--- config.mk ---
export PLATFORM = sky130hd
export DESIGN_NAME = gpgpu_obi_arbiter
export DESIGN_NICKNAME = d
export VERILOG_FILES = /design/src/rtl/gpgpu_obi_arb_pkg.sv /design/src/rtl/gpgpu_obi_id_fifo.sv /design/src/rtl/gpgpu_obi_arbiter.sv
export SDC_FILE = /design/constraint.sdc
export NUM_CORES = 1
export LEC_CHECK = 0
export ABC_AREA = 1
export BUFFER_PORTS_ARGS = -buffer_cell sky130_fd_sc_hd__buf_2
export CORE_AREA = 10 10 114 116
export CTS_CLUSTER_SIZE = 25
export DETAILED_ROUTE_END_ITERATION = 12
export DIE_AREA = 0 0 124 126
export MAX_ROUTING_LAYER = met4
export PLACE_DENSITY = 0.68
export SLEW_MARGIN = 40
export SYNTH_ARGS = -nofsm -noshare
export SYNTH_HDL_FRONTEND = slang
export SYNTH_SLANG_ARGS = --single-unit
--- constraint.sdc ---
create_clock -name clk_i -period 4.81 [get_ports clk_i]
set_input_delay 0.481 -clock clk_i [delete_from_list [all_inputs] [get_ports clk_i]]
set_output_delay 0.481 -clock clk_i [all_outputs]
set_load 0.05 [all_outputs]
--- src/rtl/gpgpu_obi_arb_pkg.sv ---
// Shared types for the instruction/data OBI arbiter: requester IDs and source count.
package gpgpu_obi_arb_pkg;

  typedef enum logic {SRC_INSTR = 1'b0, SRC_DATA = 1'b1} obi_src_e;

  localparam int NUM_SRC = 2;

  function automatic obi_src_e other_src(input obi_src_e s);
    return (s == SRC_INSTR) ? SRC_DATA : SRC_INSTR;
  endfunction

endpackage

--- src/rtl/gpgpu_obi_id_fifo.sv ---
// Flop-based FIFO of 1-bit requester IDs, one entry per accepted-but-unanswered OBI transaction.
module gpgpu_obi_id_fifo #(
  parameter int DEPTH = 4
) (
  input  logic                       i_clk,
  input  logic                       i_rst_n,
  input  logic                       i_push,
  input  logic                       i_din,
  input  logic                       i_pop,
  output logic                       o_head,
  output logic                       o_full,
  output logic                       o_empty,
  output logic [$clog2(DEPTH):0]     o_count
);

  localparam int AW = $clog2(DEPTH);
  localparam int CW = AW + 1;

  logic          r_mem [DEPTH];
  logic [AW-1:0] r_wptr;
  logic [AW-1:0] r_rptr;
  logic [CW-1:0] r_cnt;
  logic          w_push;
  logic          w_pop;

  assign o_full  = (r_cnt == CW'(DEPTH));
  assign o_empty = (r_cnt == '0);
  assign o_count = r_cnt;
  assign o_head  = r_mem[r_rptr];

  // Guard against overflow/underflow so a misbehaving neighbour cannot corrupt the order.
  assign w_push = i_push & ~o_full;
  assign w_pop  = i_pop & ~o_empty;

  always_ff @(posedge i_clk) begin
    if (w_push) r_mem[r_wptr] <= i_din;
  end

  // DEPTH is a power of two, so the pointers wrap naturally.
  always_ff @(posedge i_clk or negedge i_rst_n) begin
    if (!i_rst_n) begin
      r_wptr <= '0;
      r_rptr <= '0;
      r_cnt  <= '0;
    end else begin
      if (w_push) r_wptr <= r_wptr + AW'(1);
      if (w_pop)  r_rptr <= r_rptr + AW'(1);
      case ({w_push, w_pop})
        2'b10:   r_cnt <= r_cnt + CW'(1);
        2'b01:   r_cnt <= r_cnt - CW'(1);
        default: r_cnt <= r_cnt;
      endcase
    end
  end

endmodule

--- src/rtl/gpgpu_obi_arbiter.sv ---
// Two-to-one OBI arbiter: round-robin address phase with lock-until-grant, in-order response routing.
module gpgpu_obi_arbiter
  import gpgpu_obi_arb_pkg::*;
#(
  parameter int ADDR_WIDTH      = 32,
  parameter int DATA_WIDTH      = 32,
  parameter int MAX_OUTSTANDING = 4
) (
  input  logic                                     clk_i,
  input  logic                                     rst_ni,
  input  logic [NUM_SRC-1:0]                       s_req_i,
  input  logic [NUM_SRC-1:0][ADDR_WIDTH-1:0]       s_addr_i,
  input  logic [NUM_SRC-1:0]                       s_we_i,
  input  logic [NUM_SRC-1:0][DATA_WIDTH/8-1:0]     s_be_i,
  input  logic [NUM_SRC-1:0][DATA_WIDTH-1:0]       s_wdata_i,
  output logic [NUM_SRC-1:0]                       s_gnt_o,
  output logic [NUM_SRC-1:0]                       s_rvalid_o,
  output logic [NUM_SRC-1:0][DATA_WIDTH-1:0]       s_rdata_o,
  output logic                                     m_req_o,
  output logic [ADDR_WIDTH-1:0]                    m_addr_o,
  output logic                                     m_we_o,
  output logic [DATA_WIDTH/8-1:0]                  m_be_o,
  output logic [DATA_WIDTH-1:0]                    m_wdata_o,
  input  logic                                     m_gnt_i,
  input  logic                                     m_rvalid_i,
  input  logic [DATA_WIDTH-1:0]                    m_rdata_i,
  output logic                                     err_o
);

  localparam int CW = $clog2(MAX_OUTSTANDING) + 1;

  obi_src_e      r_prio;
  obi_src_e      r_lock_src;
  logic          r_lock;
  logic          r_err;

  obi_src_e      w_sel;
  logic          w_sel_idx;
  logic          w_hs;
  logic          w_rsp;
  logic          w_have_out;
  logic          w_fifo_head;
  logic          w_fifo_full;
  logic          w_fifo_empty;
  logic [CW-1:0] w_fifo_cnt;

  always_comb begin
    w_sel = r_prio;
    if (r_lock)                 w_sel = r_lock_src;
    else if (s_req_i == 2'b01)  w_sel = SRC_INSTR;
    else if (s_req_i == 2'b10)  w_sel = SRC_DATA;
  end

  assign w_sel_idx = w_sel;

  // rst_ni gating keeps the bus quiet the instant reset is asserted, even with requests still high.
  assign m_req_o   = s_req_i[w_sel_idx] & ~w_fifo_full & rst_ni;
  assign m_addr_o  = s_addr_i[w_sel_idx];
  assign m_we_o    = s_we_i[w_sel_idx];
  assign m_be_o    = s_be_i[w_sel_idx];
  assign m_wdata_o = s_wdata_i[w_sel_idx];
  assign w_hs      = m_req_o & m_gnt_i;

  always_comb begin
    s_gnt_o            = '0;
    s_gnt_o[w_sel_idx] = w_hs;
  end

  assign w_have_out = (w_fifo_cnt != '0);
  assign w_rsp      = m_rvalid_i & w_have_out;

  always_comb begin
    s_rvalid_o              = '0;
    s_rvalid_o[w_fifo_head] = w_rsp;
  end

  assign s_rdata_o[0] = m_rdata_i;
  assign s_rdata_o[1] = m_rdata_i;
  assign err_o        = r_err;

  gpgpu_obi_id_fifo #(
    .DEPTH (MAX_OUTSTANDING)
  ) u_id_fifo (
    .i_clk   (clk_i),
    .i_rst_n (rst_ni),
    .i_push  (w_hs),
    .i_din   (w_sel_idx),
    .i_pop   (w_rsp),
    .o_head  (w_fifo_head),
    .o_full  (w_fifo_full),
    .o_empty (w_fifo_empty),
    .o_count (w_fifo_cnt)
  );

  // An ungranted request freezes the selection so the OBI address phase stays stable.
  always_ff @(posedge clk_i or negedge rst_ni) begin
    if (!rst_ni) begin
      r_prio     <= SRC_INSTR;
      r_lock     <= 1'b0;
      r_lock_src <= SRC_INSTR;
      r_err      <= 1'b0;
    end else begin
      if (w_hs) begin
        r_prio <= other_src(w_sel);
        r_lock <= 1'b0;
      end else if (m_req_o) begin
        r_lock     <= 1'b1;
        r_lock_src <= w_sel;
      end
      if (m_rvalid_i && w_fifo_empty) r_err <= 1'b1;
    end
  end

endmodule

==> metrics.md, run 1 <==
| Metric | Value |
|---|---|
| Vias per inst | 4.02 |
| Reg2reg end | u_id_fifo.o_count[2] |
| Register area share after synthesis | 18.0% |
| Final hold viol count | 0 |
| Gr usage total | 11.1% |
| Power Density | roughly 830 nW/um^2 |
| Setup bufs post-CTS | 0 |
| Gp weighted congestion | roughly 0.75 |
| Multi-input gate area | 1160 um^2 |
| Starting DRC count in detailed routing | 87 |
| Max Cap Viol | 0 |
| Post-route setup TNS | 0 ns |
| # setup viols final | 0 |
| Clk slew on worst S/H paths | 0.06 ns |
| Root Buffer Master | clkbuf_8 |
| CTS Buf Count | 3 |
| Layout cells sized above 1 | 44.8% |
| Max Slew Vio Count | 0 |
| Worst stage delay on the critical path | 0.57 ns |
| DR vias | 2663 |
| Post-synthesis register bit count | 15 |
| Vias in the first global route | ~2800 |
| Critical path's slowest cell | buf_4 |
| Worst path arrival time | between 2 and 3 ns |
| CP Launch Type | register |
| Worst path buffer plus inverter count | 2 |
| Core Area | 10700 um^2 |
| H-tree Lvls | 1 |
| Area grow syn2layout | 34.3% |
| Hold bufs inserted after CTS | 0 |
| F_max | 0.355 GHz |
| Status | complete, no violations |
| Largest net degree at the start of global routing | 76 |
| CP Cell Sequence | a21oi_2 > nand2_2 > nand2_2 > buf_4 > nand2_1 > nand4_4 > ha_1 > inv_1 > fa_1 > a21oi_1 > o21ai_0 > xor2_1 |
| Peak VDD IR | between 0.4 and 0.5 mV |
| YS warnings | 0 |
| HP Class | in -> async |
| Mean Syn Cell Area | 5.83 um^2 |
| TritonCTS clock tree | done |
| Netlist cell types | 26 |
| Final worst slack | 1.99 ns |
| Chip Height | 126 um |
| Net switching power | 1.76 mW |
| Final WL | 9.50 mm |
| Initial antenna violation count | 0 |
| Slew Limit Headroom | about half |
| Worst-Margin Slew | 0.730 ns |
| Post-route DRC violation count | 0 |
| Final HPWL DP | 8.19 mm |
| Clk network pwr share | 4.2% |
| Global-route wire length before repair | 13.9 mm |
| DR pass1 iterations | 4 |
| Cells after synthesis | 377 |
| Worst Setup SP | r_lock |
| Sequential cell fraction of total power | 9.2% |
| Power Internal | roughly 700 uW |
| CP max FO | 75 |
| Grt ovf | 0 |
| Critical Path RT | 4.94 ns |
| Worst reg2reg path startpoint | r_lock |
| Pre-CTS setup slack | around 1.7 ns |
| Post-DRT Antenna Nets | 0 |
| Latest clock arrival within the worst-skew pair | about 0.25 ns |
| WS Path Type | reg -> reg |
| RSZ-0062 raised after global routing | no |
| # fillers | 1227 |
| CTS max path bufs | 2 |
| Post-cts repair resize count | 0 |
| Syn Std Cell Area | 2200 um^2 |
| Crit path max-delay family | buffers and inverters |
| # IOs | 315 |
| Flop-to-flop setup slack | around 2 ns |
| Tmin final | 2.82 ns |
| Switch share | 72.0% |
| Cell leakage power | 1.93 nW |
| Worst Skew | 0.00581 ns |
| Die X | 124 um |
| Ant. Diodes | 0 |
| Syn Nets | 559 |
| Final nets | 705 |
| Clock sinks | 15 |
| Most frequent CP cell | nand2_2 |
| Port Buffer Count | 218 |
| Initial Util | 20.6% |
| CP Capture Type | register |
| Cell row count | 38 |
| Period utilisation layout | 58.6% |
| WL/cell | 14.3 um |
| FF-to-FF path depth | 12 |
| Register area | between 300 and 400 um^2 |
| Die Area | 15600 um^2 |
| Comb pwr share | 86.6% |
-- kinds of logic after synthesis --
group                      Yosys count  synth area share (%)
DFF                                 15                  18.0
xor gates and xnor gates             3                  1.19
AOI/OAI and AO/OA                   11                  3.98
adders and majority gates            6                  3.75
and+or+nand+nor                    245                  44.0
buffers and inverters               97                  29.1
-- power by group through the flow --
stage / sequential (mW) / clock, mW / combinational (mW)
2_1_floorplan: 0.224 / 0 / 1.82
3_5_place_dp: 0.228 / 0 / 2.15
5_1_grt: 0.233 / 0.109 / 2.30
4_1_cts: 0.226 / 0.103 / 2.15
3_3_place_gp: 0.225 / 0 / 2.15
6_report: 0.226 / 0.101 / 2.12
-- Yosys cell counts (all sizes together) --
cell	number	share of area (%)
a41o	1	0.46
ha	5	2.8
o31ai	1	0.34
xnor2	1	0.40
a32o	1	0.46
fa	1	0.91
inv	19	3.2
and2	1	0.28
dfrtp	11	13
buf	78	26
o21ai	3	0.68
a21oi	4	1.1
nand4	2	1.3
xor2	2	0.80
nand3	5	1.4
edfxtp	4	5.5
nor2	10	2.0
a31oi	1	0.97
nand2	227	39
-- worst register-to-register path, delay by kind of cell (launching register included) --
kind                     cells  cell delay (ns)
AO/OA/AOI/OAI                3             0.37
adder cells (fa/ha/maj)      2             0.54
buffers and inverters        2             0.64
AND/OR/NAND/NOR              4             0.60
XOR/XNOR                     1             0.15
flip-flops                   1             0.40
-- state kept, by name (all words and copies together) (netlist names) --
signal / count
u_id_fifo.r_wptr: 2
r_lock_src: 1
r_lock: 1
u_id_fifo.r_rptr: 2
err_o: 1
r_prio: 1
u_id_fifo.r_mem: 4
u_id_fifo.o_count: 3
-- area by class of cell --
type	count	area share [%]
Clock inverter	1	0.169
Timing Repair Buffer	219	37.2
Sequential cell	15	13.4
Inverter	19	2.50
Multi-Input combinational cell	265	39.4
Tap cell	140	5.93
Clock buffer	3	1.40
-- metrics by stage --
stage	cell area [um^2]	total power, mW	util (%)	cells	hold slack (ns)
after floorplan	2200	2.05	-	377	0.185
after global placement	2910	2.37	27.2	658	0.372
after detailed placement	2910	2.38	27.2	658	0.375
after CTS	2950	2.48	27.6	662	0.106
after global routing	2950	2.64	27.6	662	0.112
final	2950	2.44	27.6	662	0.100
-- cell usage in the layout (no fill, tap or decap), drive strengths merged --
cell type / Yosys / routed
xnor2: 1 / 1
a41o: 1 / 1
xor2: 2 / 2
a31oi: 1 / 1
clkbuf: 0 / 3
and2: 1 / 1
ha: 5 / 5
clkinv: 0 / 1
nand4: 2 / 2
inv: 19 / 19
nor2: 10 / 10
o21ai: 3 / 3
a32o: 1 / 1
nand2: 227 / 227
edfxtp: 4 / 4
o31ai: 1 / 1
buf: 78 / 219
nand3: 5 / 5
dfrtp: 11 / 11
a21oi: 4 / 4
fa: 1 / 1
-- metal layers --
layer  up-vias  share of wire, %  GRT usage, %
met5         -                 0             -
met4         0               2.5          3.73
met3        22                13          3.49
met2       199                48          19.2
met1      1083                36          11.7
li1       1359                 -             -
-- how the worst max path moves through the flow --
stage                                 to  cells past startpoint
floorplan                     s_gnt_o[1]                      7
global route        u_id_fifo.o_count[2]                     12
finish              u_id_fifo.o_count[2]                     12
global placement    u_id_fifo.o_count[2]                     15
CTS                 u_id_fifo.o_count[2]                     12
detailed placement  u_id_fifo.o_count[2]                     14
Power figures use the tool's default switching activity.
==> run 2, diff against run 1 <==
==> constraint.sdc (replaced) <==
create_clock -name clk_i -period 2.6 [get_ports clk_i]
set_input_delay 0.26 -clock clk_i [delete_from_list [all_inputs] [get_ports clk_i]]
set_output_delay 0.26 -clock clk_i [all_outputs]
set_load 0.05 [all_outputs]
==> metrics.md, run 2 (synthesized netlist as in run 1, its figures left out) <==
| Metric | Value |
|---|---|
| Clock sinks | 15 (unchanged) |
| HP Start | m_rvalid_i |
| Area grow syn2layout | 37.9% |
| CP max FO | 12 (-84%) |
| Post-route setup TNS | 0 ns (unchanged) |
| Layout cells sized above 1 | 45.0% (+0.12 points) |
| Final HPWL DP | 8.53 mm (+4.2%) |
| Worst-Margin Slew | 0.407 ns (-0.323 ns) |
| Commonest non-fill, non-tap cell in the layout | nand2_1 |
| Chip Height | 126 um (unchanged) |
| Cell row count | 38 (unchanged) |
| Worst path arrival time | 2.49 ns (-0.46 ns) |
| WS Path Type | in -> reg |
| Period utilisation layout | 89.3% |
| CTS Buf Count | 3 (unchanged) |
| Register area | 395 um^2 (unchanged) |
| Vias per inst | 4.02 (-0.11%) |
| # setup viols final | 0 (unchanged) |
| Most used cells in the layout excluding fill and tap cells | 224 x nand2_1, 215 x buf_2, 16 x inv_1 |
| Worst Skew | 0.00153 ns (-0.00429 ns) |
| Vias in the first global route | 2749 (-0.58%) |
| Die X | 124 um (unchanged) |
| Worst reg2reg path startpoint | r_lock |
| Max Cap Viol | 0 (unchanged) |
| Post-route DRC violation count | 0 (unchanged) |
| CTS max path bufs | 2 (unchanged) |
| Max reg flops | 4 (unchanged) |
| FF-to-FF path depth | 11 (-1) |
| Post-DRT Antenna Nets | 0 (unchanged) |
| Cell leakage power | 1.96 nW (+1.6%) |
| RSZ-0062 raised after global routing | no |
| Critical Path RT | 2.77 ns (-2.17 ns) |
| Largest net degree at the start of global routing | 72 (-5.3%) |
| Post-cts repair resize count | 0 (unchanged) |
| Setup bufs post-CTS | 0 (unchanged) |
| Status | complete, no violations |
| Biggest register | u_id_fifo.r_mem |
| # IOs | 315 (unchanged) |
| Peak VDD IR | 0.812 mV (+86%) |
| Power Density | 1530 nW/um^2 (+84%) |
| Initial Util | 20.6% (unchanged) |
| Die Area | 15600 um^2 (unchanged) |
| Final hold viol count | 0 (unchanged) |
| Hold bufs inserted after CTS | 1 (+1) |
| # fillers | 1194 (-2.7%) |
| Clk slew on worst S/H paths | 0.06 ns (about the same) |
| Finished Core Util | 28.4% (+0.75 points) |
| Port Buffer Count | 218 (unchanged) |
| Multi-input gate area | 1160 um^2 (unchanged) |
| F_max | 0.431 GHz |
| Grt ovf | 0 (unchanged) |
| Hold path cells | 2 |
| Final WL | 9.83 mm (+3.5%) |
| H-tree Lvls | 1 (unchanged) |
| Max Slew Vio Count | 0 (unchanged) |
| Gp weighted congestion | 0.788 (+5.3%) |
| CP Launch Type | input pin |
| CP Capture Type | register |
| Initial antenna violation count | 0 (unchanged) |
| Core Area | 10700 um^2 (unchanged) |
| Gr usage total | 11.5% (+0.36 points) |
| HP Class | in -> reg |
| Global-route wire length before repair | 14.1 mm (+1.3%) |
| Latest clock arrival within the worst-skew pair | 0.25 ns (about the same) |
| WL/cell | 14.8 um (+3.0%) |
| DR pass1 iterations | 4 (unchanged) |
| Slew Limit Headroom | 72.6% (+21 points) |
| Starting DRC count in detailed routing | 90 (+3.4%) |
| Worst Setup SP | rst_ni |
| TritonCTS clock tree | done |
| Root Buffer Master | clkbuf_8 |
| Ant. Diodes | 0 (unchanged) |
| DR vias | 2672 (+0.34%) |
| Tmin final | around 2.3 ns |
| Final nets | 708 (+0.43%) |
==> run 2: changes by cell type in the layout (fill, tap and decap cells not counted) <==
cell	before	now
buf_2	218	215
inv_4	1	0
inv_2	2	3
dlygate4sd3_1	0	1
buf_4	1	2
buf_12	0	4
==> run 2: per-stage QoR <==
| step | hold slack [ns] | power [mW] | instance area, um^2 | worst slack, ns | cells |
|---|---|---|---|---|---|
| after floorplan | -0.0356 | 3.78 | 2200 | 0.620 | 377 |
| after global placement | 0.154 | 4.48 | 2980 | 0.551 | 660 |
| after detailed placement | 0.160 | 4.49 | 2980 | 0.536 | 660 |
| after CTS | 0.296 | 4.70 | 3030 | 0.231 | 665 |
| after global routing | 0.308 | 4.97 | 3030 | 0.102 | 665 |
| final | 0.301 | 4.63 | 3030 | 0.278 | 665 |
==> run 2: cell type report <==
cell class | count | area share (%)
inverters | 19 | 2.35
multi-input cells | 265 | 38.4
repair buffers | 222 | 38.9
clock inverters | 1 | 0.165
flip-flops and latches | 15 | 13.0
well taps | 140 | 5.77
clock buffers | 3 | 1.36
==> run 2: per-layer routing <==
layer,track usage (%),up-vias,share of wire [%]
met5,-,-,0
met3,3.98,24,14
met4,4.40,0,2.8
li1,-,1363,-
met1,11.6,1092,36
met2,19.9,193,48
==> run 2: power breakdown <==
part	switching [mW]	internal (mW)	leakage [nW]	total [mW]
combinational	3.11	0.906	1.77	4.01
clock	0.0864	0.106	0.0255	0.193
sequential	0.0786	0.342	0.166	0.421
total	3.27	1.35	1.96	4.63
==> run 2: path summary, 6_finish.rpt <==
kind / end / slack (ns)
max: u_id_fifo.o_count[1] / 0.28
min: err_o / 0.30
max reg2reg: u_id_fifo.o_count[2] / 0.52
min reg2reg: err_o / 0.47
max in group asynchronous: u_id_fifo.r_rptr[0] / 1.96
min in group asynchronous: u_id_fifo.o_count[2] / 0.42
==> run 2: critical path, cell delays in order <==
cell,delay (ns)
dlygate4sd3_1,0.52
buf_2,0.28
inv_1,0.12
a31oi_4,0.23
nand4_4,0.20
ha_1,0.23
inv_1,0.09
fa_1,0.40
o21ai_0,0.17
